<file path="config.mk">
export PLATFORM = sky130hd
export DESIGN_NAME = sync_fifo_thresh
export DESIGN_NICKNAME = d
export VERILOG_FILES = /design/src/rtl/sync_fifo_pkg.sv /design/src/rtl/fifo_ram_2p.sv /design/src/rtl/sync_fifo_thresh.sv
export SDC_FILE = /design/constraint.sdc
export NUM_CORES = 1
export LEC_CHECK = 0
export ABC_AREA = 1
export BUFFER_PORTS_ARGS = -buffer_cell sky130_fd_sc_hd__buf_2
export CORE_MARGIN = 3
export CORE_UTILIZATION = 35
export CTS_CLUSTER_DIAMETER = 30
export DETAILED_ROUTE_END_ITERATION = 7
export SYNTH_ARGS = -nofsm -noshare
export SYNTH_HDL_FRONTEND = slang
export SYNTH_SLANG_ARGS = --single-unit
</file>
<file path="constraint.sdc">
create_clock -name clk -period 3.3 [get_ports clk]
set_clock_uncertainty 0.1 [all_clocks]
set_input_delay 0.495 -clock clk [delete_from_list [all_inputs] [get_ports clk]]
set_output_delay 0.495 -clock clk [all_outputs]
set_load 0.02 [all_outputs]
</file>
<file path="src/rtl/sync_fifo_pkg.sv">
// sync_fifo_pkg: width helpers and parameter legality check for sync_fifo_thresh.
package sync_fifo_pkg;
  function automatic int fifo_aw(input int depth);
    return (depth < 2) ? 1 : $clog2(depth);
  endfunction
  function automatic int fifo_cw(input int depth);
    return $clog2(depth + 1);
  endfunction
  function automatic bit fifo_params_ok(input int depth, input int af, input int ae);
    return (depth >= 2) && (ae >= 0) && (ae < af) && (af <= depth);
  endfunction
endpackage

</file>
<file path="src/rtl/fifo_ram_2p.sv">
// fifo_ram_2p: DEPTH x DW storage, one synchronous write port, one asynchronous read port.
module fifo_ram_2p #(
  parameter int DEPTH = 24,
  parameter int DW    = 8,
  parameter int AW    = 5
) (
  input  logic          clk,
  input  logic          we,
  input  logic [AW-1:0] wa,
  input  logic [DW-1:0] wd,
  input  logic [AW-1:0] ra,
  output logic [DW-1:0] rd
);
  logic [DW-1:0] mem [DEPTH];
  always_ff @(posedge clk)
    if (we) mem[wa] <= wd;
  assign rd = mem[ra];
endmodule

</file>
<file path="src/rtl/sync_fifo_thresh.sv">
// sync_fifo_thresh: single-clock FIFO with count, almost flags, sticky errors and flush.
// Define SYNC_FIFO_THRESH_FWFT_EN for first-word-fall-through reads; default is registered read.
module sync_fifo_thresh
  import sync_fifo_pkg::*;
#(
  parameter int DEPTH    = 24,
  parameter int DW       = 8,
  parameter int AF_LEVEL = DEPTH - 2,
  parameter int AE_LEVEL = 2,
  localparam int CW      = fifo_cw(DEPTH)
) (
  input  logic          clk,
  input  logic          rst_b,
  input  logic          clr,
  input  logic          wren,
  input  logic [DW-1:0] datain,
  input  logic          rden,
  output logic [DW-1:0] dataout,
  output logic          dout_vld,
  output logic [CW-1:0] count,
  output logic          full,
  output logic          empty,
  output logic          almost_full,
  output logic          almost_empty,
  output logic          overflow,
  output logic          underflow
);
  localparam int AW = fifo_aw(DEPTH);
  if (!fifo_params_ok(DEPTH, AF_LEVEL, AE_LEVEL)) begin : g_bad_params
    $error("sync_fifo_thresh: illegal DEPTH/AF_LEVEL/AE_LEVEL combination");
  end
  logic [AW-1:0] wr_ptr_q, wr_ptr_d, rd_ptr_q, rd_ptr_d;
  logic [CW-1:0] count_q, count_d;
  logic          ovf_q, ovf_d, unf_q, unf_d;
  logic          wr_ok, rd_ok;
  logic [DW-1:0] rd_data;
  assign full         = count_q == CW'(DEPTH);
  assign empty        = count_q == '0;
  assign almost_full  = count_q >= CW'(AF_LEVEL);
  assign almost_empty = count_q <= CW'(AE_LEVEL);
  assign count        = count_q;
  assign overflow     = ovf_q;
  assign underflow    = unf_q;
  assign wr_ok        = wren && !full && !clr;
  assign rd_ok        = rden && !empty && !clr;
  // Pointers wrap explicitly at DEPTH-1 since DEPTH need not be a power of two.
  always_comb begin
    wr_ptr_d = clr ? '0 : !wr_ok ? wr_ptr_q : (wr_ptr_q == AW'(DEPTH - 1)) ? '0 : wr_ptr_q + AW'(1);
    rd_ptr_d = clr ? '0 : !rd_ok ? rd_ptr_q : (rd_ptr_q == AW'(DEPTH - 1)) ? '0 : rd_ptr_q + AW'(1);
    count_d  = clr ? '0 : (wr_ok && !rd_ok) ? count_q + CW'(1) : (rd_ok && !wr_ok) ? count_q - CW'(1) : count_q;
    ovf_d    = !clr && (ovf_q || (wren && full));
    unf_d    = !clr && (unf_q || (rden && empty));
  end
  always_ff @(posedge clk or negedge rst_b)
    if (!rst_b) begin
      wr_ptr_q <= '0;
      rd_ptr_q <= '0;
      count_q  <= '0;
      ovf_q    <= 1'b0;
      unf_q    <= 1'b0;
    end else begin
      wr_ptr_q <= wr_ptr_d;
      rd_ptr_q <= rd_ptr_d;
      count_q  <= count_d;
      ovf_q    <= ovf_d;
      unf_q    <= unf_d;
    end
  fifo_ram_2p #(.DEPTH(DEPTH), .DW(DW), .AW(AW)) u_ram (
    .clk (clk),
    .we  (wr_ok),
    .wa  (wr_ptr_q),
    .wd  (datain),
    .ra  (rd_ptr_q),
    .rd  (rd_data)
  );
`ifdef SYNC_FIFO_THRESH_FWFT_EN
  assign dataout  = rd_data;
  assign dout_vld = !empty;
`else
  logic [DW-1:0] dout_q, dout_d;
  logic          vld_q, vld_d;
  always_comb begin
    dout_d = rd_ok ? rd_data : dout_q;
    vld_d  = rd_ok;
  end
  always_ff @(posedge clk or negedge rst_b)
    if (!rst_b) begin
      dout_q <= '0;
      vld_q  <= 1'b0;
    end else begin
      dout_q <= dout_d;
      vld_q  <= vld_d;
    end
  assign dataout  = dout_q;
  assign dout_vld = vld_q;
`endif
endmodule

</file>
==> impl_metrics.toml, run 1 <==
[outcome]
outcome = "completed"

[yosys]
synth_common_cells = "nand2_1 (324), edfxtp_1 (192), inv_1 (145)"
ys_ff_latch = 218
synth_top_family_by_area = "simple AND/OR/NAND/NOR gates"
synth-adder-area-share = 0.0137
synth_top_area_share = 0.594
synth_compound_area_frac = 0.0186
netlist_instances = 969
yosys.area_share.xor_xnor = 0.00361
syn-num-nets = 992
synthSimpleGateAreaFrac = 0.220
yosysWarnings = 0
synth_edf_count = 192
synth_top_area_cell = "edfxtp_1"
synth_mux_area_frac = 0
yosysSeqAreaShare = 0.661
async_flop_share = 0.119
ys_types = 29
synth_area_leaders = "edfxtp_1 (59%), nand2_1 (13%), nand3_1 (7.3%), dfrtp_1 (6.7%), inv_1 (5.6%)"
avgSynthCellArea_sq_um = 10.0
syn-cell-area_sq_mm = 0.00971
ys.flop_type = "edfxtp_1"
yosys.cell_count.top_type = "nand2_1"

[sta]
slew_viol_final = 0
hold_viol_final = 0
final.setup.tns_ns = 0
timing.final.crit_share = 0.746
rsz0062_at_grt = "no"
hold_slack_ns = 0.142
max_freq_ghz = 0.406
finalSetupViolCount = 0
worst_slew_pin_slew_ns = 0.831
finalCriticalPeriod_ns = 2.46
slew_headroom = 0.445

[place]
dp_hpwl_um = 14400
port_buffers = 32
gp_congestion = 0.884

[route]
vias = 6684
drc = 0
drt-total-wl_um = 23800
via_per_inst = 4.72
routedWlPerCell_um = 16.8
postRouteAntennaNets = 0
firstDrtPassIters = 4
drtIter0Drc = 522

[power]
peakVddDrop_mv = 0.412
p_per_area_mw_per_mm2 = 794
power_leakage_nw = 5.01

[clocking]
cts_resized = 0
cts_tree = "built"
cts_made_buffers = 42
clk_latency_ns = 0.52
cts_root_buf = "clkbuf_16"
path_clk_slew_ns = 0.05
clock_sinks = 218
post_cts_buffers = 0
clock_path_buffers = 3
cts_htree_levels = 2
postCtsHoldBufs = 1

[critical_path]
cp-start-kind = "flop"
setup.worst_path.end = "u_ram.mem[10][6]"
rrSetupSlack_ns = 0.84
critPathMaxFanout = 9
required_ns = 3.34
startpoint = "count[0]"
worst_setup_path_end_kind = "flop"
reg2reg_depth = 6
cp_data_arrival_time_ns = 2.51
r2r-end = "u_ram.mem[10][6]"
crit_type = "reg -> reg"
r2r-start = "count[0]"

[cells_and_area]
num_antenna_cells = 0
syn_to_final_growth_pct = 20.1
ff_latch_area_sq_mm = 0.00642
fin_nets = 1033
post-route-util = 0.431
multi_input_area_sq_mm = 0.00248
drive_above_1_share = 0.112
nFillCells = 2554

[grt]
track_usage = 0.159
grt_overflow_total = 0
grt_max_degree = 99
grt_pass1_wl_um = 36800
antenna_found_initial = 0
grt_pass1_vias = 6560

[flow_run]
drv_cap = 0

[floorplanning]
dieHeight_um = 173
dieArea_sq_mm = 0.0298
pin_count = 33
start_util = 0.358
core_sq_mm = 0.0271
die_x_um = 173
num_rows = 60

[min_path]
whs_path_depth = 2
hp-class = "in -> reg"
min_from = "clr"
[worst max-delay path: stages, from the launching register on]
cell and delay (ns):
dfrtp_1 0.46, nor2_1 0.09, nand3_1 0.13, nand2_2 0.12
nor2_4 0.22, nand2_1 0.36, nor2_1 0.63
[logic make-up (layout without fill, tap and decap cells)]
group | after synthesis | after routing
xor gates and xnor gates | 4 | 4
DFF | 218 | 218
buffers and inverters | 194 | 268
adders and majority gates | 10 | 10
AOI/OAI and AO/OA | 33 | 33
and+or+nand+nor | 510 | 510
[state kept, by name, indices dropped and copies added (netlist names)]
register,flops
overflow,1
dout_vld,1
wr_ptr_q,5
dataout,8
rd_ptr_q,5
u_ram.mem,192
underflow,1
count,5
[layout make-up]
type,instances,share of cell area
Timing Repair Buffer,40,0.0212
Multi-Input combinational cell,557,0.213
Clock inverter,25,0.0259
Clock buffer,52,0.101
Sequential cell,218,0.550
Inverter,151,0.0488
Tap cell,372,0.0399
[placed cells by master, fill, tap and decap left out, types with 3 or more instances in the layout]
cell type	count
a21oi_1	13
o21ai_0	9
xnor2_1	3
nand2_2	3
nand2_1	324
o22ai_1	7
clkbuf_1	5
dfrtp_1	24
nand3_1	141
buf_2	32
bufinv_16	7
nor2_1	29
buf_4	5
clkbuf_16	46
clkinv_1	6
clkinv_2	9
or2_0	8
edfxtp_1	192
ha_1	9
inv_2	5
inv_1	145
[stage by stage]
step / power, mW / instance area, sq um / setup WS, ns / std cells
3_5_place_dp: 4.91 / 10200 / 0.808 / 1337
3_3_place_gp: 4.92 / 10200 / 0.834 / 1337
2_1_floorplan: 4.40 / 9710 / 1.02 / 969
6_report: 9.26 / 11700 / 0.839 / 1415
4_1_cts: 9.34 / 11700 / 0.819 / 1415
5_1_grt: 9.67 / 11700 / 0.562 / 1415
[metal layers]
metal	wire length [um]	global-route usage	vias to the layer above
met1	10600	0.214	3223
met3	1140	0.0270	49
li1	-	-	3228
met2	11500	0.259	184
met5	0	0	-
met4	571	0.0598	0
[how the worst min path moves through the flow]
stage	to	slack, ns
after floorplan	count[0]	0.1
after global placement	underflow	0.38
after detailed placement	overflow	0.39
after CTS	overflow	0.13
after global routing	overflow	0.16
final	overflow	0.14
[power breakdown]
group	leakage, nW	total (mW)	switching, mW	internal [mW]
registers	2.06	3.23	0.110	3.12
logic	2.22	1.64	1.15	0.491
clock network	0.733	4.40	1.33	3.07
total	5.01	9.26	2.59	6.68
Note: power is estimated with default switching activity, not from simulation.
==> inputs of run 2 (changes only) <==
ABC_AREA = 0   (was 1)
clock period = 2.25 ns   (was 3.3 ns; I/O delays follow)
==> impl_metrics.toml, run 2 <==
[outcome]
outcome = "finished with violations"
violations = "setup timing"

[floorplanning]
die_x_um = 165
start_util = 0.361
pin_count = 33
core_sq_mm = 0.0246
dieArea_sq_mm = 0.0273
num_rows = 57
dieHeight_um = 165

[cells_and_area]
fin_nets = 678
largest-register = "u_ram.mem"
syn_to_final_growth_pct = 29.8
postLayoutCellArea_sq_mm = 0.0115
drive_above_1_share = 0.313
largest_register_ffs = 192
final_cell_mix = "edfxtp_1 (192), mux2i_1 (86), clkbuf_16 (42)"
layout_commonest_cell = "edfxtp_1"
num_antenna_cells = 0

[yosys]
synth_common_cells = "edfxtp_1 (192), mux2i_1 (86), nor2_1 (54)"
synth_area_leaders = "edfxtp_1 (65%), mux2i_1 (9.7%), dfrtp_1 (7.3%), nor2_1 (2.3%), a22oi_1 (2.1%)"
ys_ff_latch = 218
synth_compound_area_frac = 0.0687
yosys.cell_count.top_type = "edfxtp_1"
ys_types = 40
avgSynthCellArea_sq_um = 16.1
synth-adder-area-share = 0.0149
yosysWarnings = 0
synth_top_family_by_area = "multiplexers"
syn-cell-area_sq_mm = 0.00889
yosys.area_share.xor_xnor = 0.00577
synth_edf_count = 192
netlist_instances = 552
syn-num-nets = 575
synth_mux_area_frac = 0.118
synth_top_area_cell = "edfxtp_1"
yosysSeqAreaShare = 0.722
synth_top_area_share = 0.649
synthSimpleGateAreaFrac = 0.0531
ys.flop_type = "edfxtp_1"
async_flop_share = 0.119

[grt]
grt_max_degree = 29
grt_pass1_wl_um = 30600
track_usage = 0.150
grt_pass1_vias = 5301
antenna_found_initial = 0
grt_overflow_total = 0

[sta]
fin_ws_ns = -0.359
finalCriticalPeriod_ns = 2.61
rsz0062_at_grt = "yes"
final.setup.tns_ns = -0.915
slew_viol_final = 0
max_freq_ghz = 0.383
timing.final.crit_share = 1.16
finalSetupViolCount = 5
worst_slew_pin_slew_ns = 0.750
slew_headroom = 0.499
hold_viol_final = 0

[power]
power_leakage_nw = 4.02
p_per_area_mw_per_mm2 = 1140
peakVddDrop_mv = 0.776
power_mw = 13.2

[critical_path]
required_ns = 2.52
reg2reg_depth = 9
crit_type = "reg -> reg"
worst_setup_path_end_kind = "flop"
cp-start-kind = "flop"
cp_data_arrival_time_ns = 2.88
critPathMaxFanout = 4

[flow_run]
drv_cap = 0

[min_path]
whs_path_depth = 3
hp-class = "in -> reg"

[route]
drt-total-wl_um = 20100
drc = 0
routedWlPerCell_um = 19.9
drtIter0Drc = 411
firstDrtPassIters = 5
vias = 5134
via_per_inst = 5.08
postRouteAntennaNets = 0

[clocking]
cts_htree_levels = 2
path_clk_slew_ns = 0.05
clock_sinks = 218
clock_path_buffers = 3
cts_tree = "built"
clk_latency_ns = 0.50
cts_made_buffers = 40
cts_root_buf = "clkbuf_16"

[place]
gp_congestion = 0.857
port_buffers = 32
placed_cell_area_sq_mm = 0.0100
dp_hpwl_um = 12900
-- run 2: changes by cell type after synthesis, moves of 16 or more --
cell,before,now
a31oi_1,0,17
nand2_1,324,14
inv_1,145,5
nand3_1,141,5
nor2_1,29,54
mux2i_1,0,86
a22o_1,0,16
a22oi_1,0,25
-- run 2: critical path: stages, from the launching register on --
cell	delay [ns]
dfrtp_2	0.39
or3_4	0.41
o31ai_4	0.21
nand2_2	0.12
fa_2	0.35
a21o_1	0.20
a21oi_2	0.15
nor3_1	0.06
a22oi_1	0.15
mux2_2	0.35
-- run 2: kinds of logic after synthesis --
group                      after synthesis
DFF                                    218
and+or+nand+nor                        104
muxes                                   95
AOI/OAI and AO/OA                       83
buffers and inverters                   37
adders and majority gates               10
xor gates and xnor gates                 5
-- run 2: path summary, 6_finish.rpt --
kind	start	end	slack [ns]
setup / recovery	count[4]	count[4]	-0.36
hold / removal	rden	underflow	0.05
setup reg to reg	count[4]	count[4]	-0.36
hold reg to reg	underflow	underflow	0.40
max in group asynchronous	rst_b	rd_ptr_q[0]	1.27
min in group asynchronous	rst_b	dataout[3]	0.30
-- run 2: repair_timing --
item	in CTS	in global routing
hold buffers	1	0
gates resized for setup	10	8
setup buffers	2	2
pin swaps	2	3
endpoints found under the setup margin	189	131
hold endpoints to repair	26	0
-- run 2: per-layer routing --
metal | GRT usage | routed length, um | vias to the layer above
met5 | 0 | 0 | -
met4 | 0.0401 | 232 | 0
li1 | - | - | 2374
met2 | 0.246 | 9810 | 126
met3 | 0.0342 | 1260 | 19
met1 | 0.202 | 8770 | 2615
-- run 2: final cells by class --
type | count | area (sq um)
fillers | 2097 | 13100
clock inverters | 30 | 323
inverters | 6 | 22.5
well taps | 324 | 405
flip-flops and latches | 218 | 6420
repair buffers | 92 | 858
clock buffers | 43 | 1060
multi-input cells | 297 | 2440
-- run 2: power by group --
group	switching [mW]	total, mW	internal [mW]
Clock	1.99	6.02	4.03
Sequential	0.169	4.74	4.57
Combinational	1.35	2.42	1.07
Total	3.51	13.2	9.67
-- run 2: per-stage QoR --
step / hold slack, ns / utilization / instances / setup slack [ns]
after global placement: 0.277 / 0.408 / 932 / -0.408
final: 0.0470 / 0.469 / 1010 / -0.359
after detailed placement: 0.293 / 0.408 / 932 / -0.445
after floorplan: -0.0581 / - / 552 / -0.659
after CTS: 0.0260 / 0.467 / 1008 / -0.353
after global routing: 0.0740 / 0.469 / 1010 / -0.411
